## config.mk

```make
export PLATFORM = sky130hd
export DESIGN_NAME = i2c_block_assembler_flat
export DESIGN_NICKNAME = d
export VERILOG_FILES = /design/src/rtl/des_i2c_pkg.sv /design/src/rtl/i2c_block_assembler_if.sv /design/src/rtl/block_shift_reg.sv /design/src/rtl/i2c_block_assembler.sv /design/src/flat_wrapper.sv
export SDC_FILE = /design/constraint.sdc
export NUM_CORES = 1
export LEC_CHECK = 0
export ABC_AREA = 1
export BUFFER_PORTS_ARGS = -buffer_cell sky130_fd_sc_hd__buf_4
export CAP_MARGIN = 20
export CORE_ASPECT_RATIO = 0.8
export CORE_MARGIN = 10
export CORE_UTILIZATION = 60
export CTS_BUF_LIST = sky130_fd_sc_hd__clkbuf_16
export CTS_CLUSTER_DIAMETER = 40
export DETAILED_ROUTE_END_ITERATION = 7
export PLACE_DENSITY_LB_ADDON = 0.15
export SYNTH_ARGS = -nofsm -noshare
export SYNTH_HDL_FRONTEND = slang
export SYNTH_SLANG_ARGS = --single-unit
export TNS_END_PERCENT = 1
```

## constraint.sdc

```tcl
create_clock -name clk -period 7.2 [get_ports clk]
set_input_delay 0.72 -clock clk [delete_from_list [all_inputs] [get_ports clk]]
set_output_delay 0.72 -clock clk [all_outputs]
set_load 0.05 [all_outputs]
```

## src/rtl/des_i2c_pkg.sv

```systemverilog
// Shared types and constants for the I2C-to-DES block assembler.
package des_i2c_pkg;

  localparam int unsigned DES_BLOCK_BITS = 64;
  localparam int unsigned BYTE_BITS      = 8;
  localparam logic [6:0]  DEF_SLAVE_ADDR = 7'h3C;

  typedef enum logic [1:0] {
    IDLE   = 2'd0,
    ADDR   = 2'd1,
    RECV   = 2'd2,
    IGNORE = 2'd3
  } asm_state_t;

endpackage

```

## src/rtl/i2c_block_assembler_if.sv

```systemverilog
// Byte-shifter strobes in, controller-facing block/ack/status signals out.
interface i2c_block_assembler_if #(
  parameter int unsigned BLOCK_BYTES = des_i2c_pkg::DES_BLOCK_BITS / des_i2c_pkg::BYTE_BITS
);
  logic                     start_detect;
  logic                     stop_detect;
  logic                     byte_valid;
  logic [7:0]               rx_byte;
  logic                     addr_ack;
  logic                     byte_ack;
  logic [8*BLOCK_BYTES-1:0] data_out;
  logic                     data_ready;
  logic                     i2c_rw;
  logic                     i2c_stop;
  logic                     frame_err;

  modport slave (
    input  start_detect, stop_detect, byte_valid, rx_byte,
    output addr_ack, byte_ack, data_out, data_ready, i2c_rw, i2c_stop, frame_err
  );

  modport master (
    output start_detect, stop_detect, byte_valid, rx_byte,
    input  addr_ack, byte_ack, data_out, data_ready, i2c_rw, i2c_stop, frame_err
  );
endinterface

```

## src/rtl/block_shift_reg.sv

```systemverilog
// MSB-first byte shift register with byte counter; loads block_out when a block completes.
module block_shift_reg
  import des_i2c_pkg::*;
#(
  parameter  int unsigned BLOCK_BYTES = DES_BLOCK_BITS / BYTE_BITS,
  localparam int unsigned CNT_W       = $clog2(BLOCK_BYTES),
  localparam int unsigned BLK_W       = BYTE_BITS * BLOCK_BYTES
) (
  input  logic             clk,
  input  logic             rst,
  input  logic             clear,
  input  logic             shift_en,
  input  logic [7:0]       byte_in,
  output logic [BLK_W-1:0] block_out,
  output logic [CNT_W-1:0] count,
  output logic             last_c
);

  logic [BLK_W-1:0] shift_q, shift_d;
  logic [BLK_W-1:0] block_q, block_d;
  logic [CNT_W-1:0] count_q, count_d;

  assign last_c    = (count_q == CNT_W'(BLOCK_BYTES - 1));
  assign block_out = block_q;
  assign count     = count_q;

  // A completing shift loads the block even when clear arrives in the same cycle.
  always_comb begin
    shift_d = shift_q;
    count_d = count_q;
    block_d = block_q;
    if (shift_en) begin
      shift_d = {shift_q[BLK_W-BYTE_BITS-1:0], byte_in};
      count_d = last_c ? '0 : count_q + CNT_W'(1);
      if (last_c) block_d = shift_d;
    end
    if (clear) begin
      shift_d = '0;
      count_d = '0;
    end
  end

  always_ff @(posedge clk or posedge rst) begin
    if (rst) begin
      shift_q <= '0;
      count_q <= '0;
      block_q <= '0;
    end else begin
      shift_q <= shift_d;
      count_q <= count_d;
      block_q <= block_d;
    end
  end

endmodule

```

## src/rtl/i2c_block_assembler.sv

```systemverilog
// Decodes the I2C address byte after START and assembles write data into blocks
// for the DES controller, with ack pulses and sticky stop/frame-error status.
module i2c_block_assembler
  import des_i2c_pkg::*;
#(
  parameter logic [6:0]  SLAVE_ADDR  = DEF_SLAVE_ADDR,
  parameter int unsigned BLOCK_BYTES = DES_BLOCK_BITS / BYTE_BITS
) (
  input  logic                  clk,
  input  logic                  rst,
  i2c_block_assembler_if.slave  bus
);

  localparam int unsigned CNT_W = $clog2(BLOCK_BYTES);
  localparam int unsigned BLK_W = BYTE_BITS * BLOCK_BYTES;

  asm_state_t       state_q, state_d;
  logic             addr_ack_q, addr_ack_d;
  logic             byte_ack_q, byte_ack_d;
  logic             data_ready_q, data_ready_d;
  logic             i2c_rw_q, i2c_rw_d;
  logic             i2c_stop_q, i2c_stop_d;
  logic             frame_err_q, frame_err_d;
  logic             clear_c, shift_en_c, partial_c;
  logic [BLK_W-1:0] block_out;
  logic [CNT_W-1:0] count;
  logic             last_c;

  block_shift_reg #(.BLOCK_BYTES(BLOCK_BYTES)) u_shift (
    .clk      (clk),
    .rst      (rst),
    .clear    (clear_c),
    .shift_en (shift_en_c),
    .byte_in  (bus.rx_byte),
    .block_out(block_out),
    .count    (count),
    .last_c   (last_c)
  );

  // Bytes left over once this cycle's byte (if any) has been absorbed.
  assign partial_c = bus.byte_valid ? !last_c : (count != '0);

  // START has priority; otherwise the byte is handled before a same-cycle STOP.
  always_comb begin
    state_d      = state_q;
    addr_ack_d   = 1'b0;
    byte_ack_d   = 1'b0;
    data_ready_d = 1'b0;
    i2c_rw_d     = i2c_rw_q;
    i2c_stop_d   = i2c_stop_q;
    frame_err_d  = frame_err_q;
    clear_c      = 1'b0;
    shift_en_c   = 1'b0;
    if (bus.start_detect) begin
      state_d     = ADDR;
      clear_c     = 1'b1;
      i2c_stop_d  = 1'b0;
      frame_err_d = 1'b0;
    end else begin
      if (bus.byte_valid) begin
        case (state_q)
          ADDR: begin
            if (bus.rx_byte[7:1] == SLAVE_ADDR) begin
              addr_ack_d = 1'b1;
              i2c_rw_d   = bus.rx_byte[0];
              state_d    = bus.rx_byte[0] ? IGNORE : RECV;
            end else begin
              state_d = IGNORE;
            end
          end
          RECV: begin
            shift_en_c   = 1'b1;
            byte_ack_d   = 1'b1;
            data_ready_d = last_c;
          end
          default: ;
        endcase
      end
      if (bus.stop_detect) begin
        state_d    = IDLE;
        i2c_stop_d = 1'b1;
        clear_c    = 1'b1;
        if (state_q == RECV && partial_c) frame_err_d = 1'b1;
      end
    end
  end

  always_ff @(posedge clk or posedge rst) begin
    if (rst) begin
      state_q      <= IDLE;
      addr_ack_q   <= 1'b0;
      byte_ack_q   <= 1'b0;
      data_ready_q <= 1'b0;
      i2c_rw_q     <= 1'b0;
      i2c_stop_q   <= 1'b0;
      frame_err_q  <= 1'b0;
    end else begin
      state_q      <= state_d;
      addr_ack_q   <= addr_ack_d;
      byte_ack_q   <= byte_ack_d;
      data_ready_q <= data_ready_d;
      i2c_rw_q     <= i2c_rw_d;
      i2c_stop_q   <= i2c_stop_d;
      frame_err_q  <= frame_err_d;
    end
  end

  assign bus.addr_ack   = addr_ack_q;
  assign bus.byte_ack   = byte_ack_q;
  assign bus.data_ready = data_ready_q;
  assign bus.data_out   = block_out;
  assign bus.i2c_rw     = i2c_rw_q;
  assign bus.i2c_stop   = i2c_stop_q;
  assign bus.frame_err  = frame_err_q;

endmodule

```

## src/flat_wrapper.sv

```systemverilog
// flat-port wrapper written by rule: the top's interface ports become plain ports
module i2c_block_assembler_flat import des_i2c_pkg::*;
#(
  parameter logic [6:0]  SLAVE_ADDR  = DEF_SLAVE_ADDR,
  parameter int unsigned BLOCK_BYTES = DES_BLOCK_BITS / BYTE_BITS
)
  (clk, rst, bus_start_detect, bus_stop_detect, bus_byte_valid, bus_rx_byte, bus_addr_ack, bus_byte_ack, bus_data_out, bus_data_ready, bus_i2c_rw, bus_i2c_stop, bus_frame_err);
  i2c_block_assembler_if #(.BLOCK_BYTES(BLOCK_BYTES)) bus_i ();
  input  logic clk;
  input  logic rst;
  input wire logic [$bits(bus_i.start_detect)-1:0] bus_start_detect;
  input wire logic [$bits(bus_i.stop_detect)-1:0] bus_stop_detect;
  input wire logic [$bits(bus_i.byte_valid)-1:0] bus_byte_valid;
  input wire logic [$bits(bus_i.rx_byte)-1:0] bus_rx_byte;
  output wire logic [$bits(bus_i.addr_ack)-1:0] bus_addr_ack;
  output wire logic [$bits(bus_i.byte_ack)-1:0] bus_byte_ack;
  output wire logic [$bits(bus_i.data_out)-1:0] bus_data_out;
  output wire logic [$bits(bus_i.data_ready)-1:0] bus_data_ready;
  output wire logic [$bits(bus_i.i2c_rw)-1:0] bus_i2c_rw;
  output wire logic [$bits(bus_i.i2c_stop)-1:0] bus_i2c_stop;
  output wire logic [$bits(bus_i.frame_err)-1:0] bus_frame_err;
  assign bus_i.start_detect = bus_start_detect;
  assign bus_i.stop_detect = bus_stop_detect;
  assign bus_i.byte_valid = bus_byte_valid;
  assign bus_i.rx_byte = bus_rx_byte;
  assign bus_addr_ack = bus_i.addr_ack;
  assign bus_byte_ack = bus_i.byte_ack;
  assign bus_data_out = bus_i.data_out;
  assign bus_data_ready = bus_i.data_ready;
  assign bus_i2c_rw = bus_i.i2c_rw;
  assign bus_i2c_stop = bus_i.i2c_stop;
  assign bus_frame_err = bus_i.frame_err;
  i2c_block_assembler #(.SLAVE_ADDR(SLAVE_ADDR), .BLOCK_BYTES(BLOCK_BYTES)) u_core (.clk(clk), .rst(rst), .bus(bus_i));
endmodule
```

Word level (Yosys, flattened, before mapping)
Cells that the tools add are included.
{"block": "totals", "reg_bits": 131, "inputBits": 13, "out_inout_bits": 70}
{"block": "classes", "n_addsub": 1, "eq_ne": 4, "mux": 29, "bitwise": 1, "n_reduce_logical": 12}
{"cell": "$mux 56", "n": 2}
{"cell": "$mux 1", "n": 19}
{"cell": "$mux 2", "n": 5}
{"cell": "$mux 3", "n": 3}
{"cell": "$reduce_bool 3->1", "n": 3}
{"cell": "$eq 7x6->1 const B", "n": 1}
{"cell": "$reduce_and 2->1", "n": 3}
{"cell": "$reduce_bool 2->1", "n": 3}
{"cell": "$reduce_and 4->1", "n": 1}
{"cell": "$add 3x1->3 const B", "n": 1}
{"cell": "$eq 3x3->1 const B", "n": 1}
{"cell": "$eq 2x1->1 const B", "n": 1}
{"cell": "$eq 2x2->1 const B", "n": 1}
{"cell": "$logic_and 1x1->1", "n": 1}
{"cell": "$logic_not 1->1", "n": 1}
{"cell": "$not 1->1", "n": 1}

Depth between registers and ports, before layout
{"block": "depth", "ltp_word": 7, "mapped_depth": 8, "ltp_nobuf": 6}

Hierarchy
From an unflattened synthesis, not the netlist that was laid out.
{"block": "unflattened", "hier_cells": 592, "area_unflattened_um2": 5320.1}
{"mod": "block_shift_reg", "n_inst": 1, "cells_per_inst": 540, "area_per_inst_um2": 4926.0}
{"mod": "i2c_block_assembler", "n_inst": 1, "cells_per_inst": 52, "area_per_inst_um2": 394.1}

Worst setup path after synthesis
Ideal clock, no wire load.
{"block": "synth_timing", "kind": "input-to-reg", "from": "input bus_stop_detect", "to": "register u_core.u_shift.shift_q[0]", "setup_ns": 0.065, "t_arrival_ns": 1.445, "required_ns": 7.135, "slack_ns": 5.691, "stages": 7, "path_buffers": 2, "cell_sequence": "nor2_2 nand2_1 inv_2 buf_4 buf_2 nand2_1 nand2_1"}
{"block": "synth_via", "elab_chain_len": 3, "elab_cells_between_ends": 4, "classes_between": "mux: 3; reduce/logical: 1"}
{"element": "start, declared", "line_no": "flat_wrapper.sv:12", "text": "input wire logic [$bits(bus_i.stop_detect)-1:0] bus_stop_detect;"}
{"element": "$mux 1 (*)", "line_no": "i2c_block_assembler.sv:79", "text": "if (bus.stop_detect) begin"}
{"element": "$mux 1 (*)", "line_no": "i2c_block_assembler.sv:54", "text": "if (bus.start_detect) begin"}
{"element": "$mux 56 or $reduce_bool 2->1 (tied branches)"}
{"element": "end signal, assigned", "line_no": "block_shift_reg.sv:49", "text": "shift_q <= shift_d;"}
{"element": "end, declared", "line_no": "block_shift_reg.sv:19", "text": "logic [BLK_W-1:0] shift_q, shift_d;"}
Every way passes the cells marked *; elsewhere a longest branch is shown, timed or not.
A chain may end at the register's enable or synchronous reset.

Final worst setup path
{"block": "layout_timing", "from": "register u_core.u_shift.count_q[0], in the netlist u_core.u_shift.count[0]", "to": "register u_core.u_shift.block_q[44], in the netlist u_core.u_shift.block_out[44]"}
{"block": "layout_via", "elab_chain_len": 2}
{"element": "start, declared", "line_no": "block_shift_reg.sv:21", "text": "logic [CNT_W-1:0] count_q, count_d;"}
{"element": "start signal, assigned", "line_no": "block_shift_reg.sv:50", "text": "count_q <= count_d;"}
{"element": "$eq 3x3->1", "line_no": "block_shift_reg.sv:23", "text": "assign last_c = (count_q == CNT_W'(BLOCK_BYTES - 1));"}
{"element": "$reduce_and 2->1 (no line)"}
{"element": "end signal, assigned", "line_no": "block_shift_reg.sv:51", "text": "block_q <= block_d;"}
{"element": "end, declared", "line_no": "block_shift_reg.sv:20", "text": "logic [BLK_W-1:0] block_q, block_d;"}
Every way passes these cells.

==> key figures <==
Outcome
  • Status: finished, final reports clean

Place
  • Port bufs: 82
  • Pre-CTS setup slack: 4680 ps
  • Post-DP HPWL: 7.13 mm
  • Placed inst area: 5770 µm²
  • Routability cong.: 0.808

GRT
  • Gr usage total: 0.191
  • Vias in the first global route: 4008
  • Grt ovf: 0
  • Initial antenna violation count: 0
  • Global-route wire length before repair: 19.1 mm
  • Largest net degree at the start of global routing: 79

Timing
  • RSZ-0062 raised after global routing: no
  • Period utilisation layout: 0.336
  • Fin. max-slew vios: 0
  • Setup Viol. Count Final: 0
  • Worst setup margin: 4780 ps
  • Slew at the pin closest to its max-slew limit: 955 ps
  • Setup Skew: 7.94 ps
  • Post-route minimum period: 2420 ps
  • Max Clock Freq: 413 MHz
  • Setup TNS: 0 ps
  • Slew HR: 0.363
  • Fin. Hold Viols: 0

Synthesis
  • Yosys warns: 0
  • Adder-cell share of the synthesized area: 0.00734
  • Top-area cell type share of the netlist area: 0.641
  • Seq/Total Area, Yosys: 0.641
  • Syn Nets: 602
  • Compound-Gate Fraction of Synth Area: 0.00392
  • Mux cell area share after synthesis: 0
  • Avg Cell Area, Syn: 8.72 µm²
  • Xor-xnor portion of the synthesized cell area: 0
  • Cells after Synth: 586
  • Yosys cell types: 16
  • Largest family of logic cells by synthesized area: simple AND/OR/NAND/NOR gates
  • Cell accounting for the most synthesized area: dfrtp_1
  • #FFs+latches synth: 131
  • Post-Synthesis Cell Area: 5110 µm²
  • Post-Synth Simple-Gate Area: 0.302
  • Largest cells by area after synthesis: dfrtp_1 (64%), nand2_1 (28%), buf_4 (1.5%), buf_2 (1.4%), inv_1 (1.3%)

Floorplan
  • Die X-Extent: 123 µm
  • Initial Util: 0.608
  • Num ports: 83
  • Row count: 30
  • DIE HEIGHT: 103 µm
  • Placeable Area: 8410 µm²
  • Die area: 12600 µm²

Detailed routing
  • DR vias: 3998
  • DRC: 0
  • Wire per inst: 14.7 µm
  • Remaining antenna violation count: 0
  • Via-to-Cell Ratio: 5.05
  • Initial DRT Pass Iterations: 5
  • Iteration-0 DRC Markers: 267
  • Total Wirelength: 11.6 mm

Clock tree
  • Cts repair resizes: 0
  • CTS tree: yes
  • Skew-Pair Late Insertion Delay: 410 ps
  • CTS hold repair buffers: 0
  • Clk sinks: 131
  • Root Buffer: clkbuf_16
  • # H-tree levels: 4
  • Post-CTS Setup Inserts: 0
  • Reg clk slew, reported paths: 60 ps
  • Total CTS buffers: 17
  • CTS Buffer Depth: 2

Critical path
  • Startpoint types: flop
  • CP Max Fanout: 41
  • FF-to-FF path depth: 7
  • Arrival @ worst endpoint: 2760 ps
  • CP Cell Sequence: ha_1 -> ha_1 -> inv_1 -> nor3_4 -> buf_4 -> nand2_1 -> nand2_1
  • Reg2Reg Launch Point: u_core.u_shift.count[0]
  • CP Data Required Time: 7530 ps
  • RR Endpoint: u_core.u_shift.block_out[44]
  • Setup CP Type: reg -> reg
  • Critical path's slowest cell: nor3_4
  • R2R setup slack: 4780 ps
  • Crit end category: flop
  • Worst path max stage delay: 740 ps

Cells and area
  • Share of layout cells above drive strength 1: 0.186
  • Area growth, synth to finish: 24.3%
  • Post-route cell area: 6350 µm²
  • Antenna diode count: 0
  • Nets: 682

Power
  • Pleak: 0.00377 µW
  • Peak VDD IR: 0.000165 V
  • Power density over the cells: 255 nW/µm²

Hold path
  • Min-Delay Path Class: in -> async

Run
  • Number of max-cap violations: 0
critical path: cells and delay by family (launching register included):
kind	cells	cell delay, ps
and+or+nand+nor	3	970
DFF	1	360
adders and majority gates	2	390
buffers and inverters	2	600
cell type report:
class                           instances  area, µm²
Tap cell                              112        140
Timing Repair Buffer                   86        658
Multi-Input combinational cell        410       1610
Clock inverter                         15        158
Inverter                               20       80.1
Clock buffer                           17        425
Fill cell                             616       2060
Sequential cell                       131       3280
how the worst max path moves through the flow:
| stage | cells after the start | start | endpoint |
|---|---|---|---|
| 2_1_floorplan | 1 | rst | u_core.bus.addr_ack |
| 3_3_place_gp | 6 | bus_byte_valid | u_core.u_shift.block_out[33] |
| 4_1_cts | 7 | u_core.u_shift.count[0] | u_core.u_shift.block_out[44] |
| 5_1_grt | 7 | u_core.u_shift.count[0] | u_core.u_shift.block_out[34] |
| 3_5_place_dp | 6 | bus_byte_valid | u_core.u_shift.block_out[34] |
| 6_report | 7 | u_core.u_shift.count[0] | u_core.u_shift.block_out[44] |
placed cells by master, fill, tap and decap left out:
cell type   Yosys  layout
inv_6           0       5
clkinv_4        0       3
clkbuf_16       0      17
nor2_1          9       9
buf_12          0       1
a21oi_1         1       1
nand3_1         7       7
bufinv_16       0       2
nand2_1       381     381
inv_1          18      18
clkinv_2        0       2
ha_1            3       3
o21ai_0         3       3
nand2_2         1       1
nor2_4          0       1
nor2_2          3       2
nor3_4          0       1
clkinvlp_4      0       3
nand3_2         1       1
dfrtp_1       131     131
buf_4          10      85
inv_2           2       2
kinds of logic after synthesis:
family / after synthesis
buffers and inverters: 45
adder cells (fa/ha/maj): 3
AND/OR/NAND/NOR: 403
AO/OA/AOI/OAI: 4
flip-flops: 131
through the flow:
step	util	hold WS [ps]	power, µW	instances
finish	0.756	343	1620	791
global route	0.756	374	1670	791
global placement	0.684	454	792	758
floorplan	-	442	778	586
CTS	0.756	353	1630	791
detailed placement	0.686	463	793	759
state kept, by name (all words and copies together) (netlist names):
signal and flops:
u_core.bus.i2c_stop 1, u_core.state_q 2, u_core.u_shift.shift_q 56, u_core.bus.addr_ack 1, u_core.bus.byte_ack 1, u_core.u_shift.count 3, u_core.u_shift.block_out 64, u_core.bus.i2c_rw 1
u_core.bus.data_ready 1, u_core.bus.frame_err 1
layer usage:
layer | track usage | wire length (µm) | vias to the layer above
met1 | 0.232 | 4920 | 1950
met3 | 0.0712 | 903 | 15
li1 | - | - | 1923
met5 | 0 | 0 | -
met2 | 0.310 | 5650 | 110
met4 | 0.0634 | 137 | 0
power breakdown:
part | leakage [µW] | internal, µW | total (µW) | switching (µW)
Sequential | 0.00183 | 738 | 739 | 1.21
Combinational | 0.00166 | 8.83 | 39.6 | 30.7
Clock | 0.000282 | 513 | 841 | 329
Total | 0.00377 | 1260 | 1620 | 361
Yosys cell counts:
| library cell | instances |
|---|---|
| nor3_2 | 1 |
| inv_1 | 18 |
| nor2_2 | 3 |
| nand3_2 | 1 |
| nand2_2 | 1 |
| buf_4 | 10 |
| a21oi_1 | 1 |
| buf_6 | 1 |
| nor2_1 | 9 |
| nand3_1 | 7 |
| nand2_1 | 381 |
| o21ai_0 | 3 |
| dfrtp_1 | 131 |
| buf_2 | 14 |
| ha_1 | 3 |
| inv_2 | 2 |
Note: power is estimated with default switching activity, not from simulation.
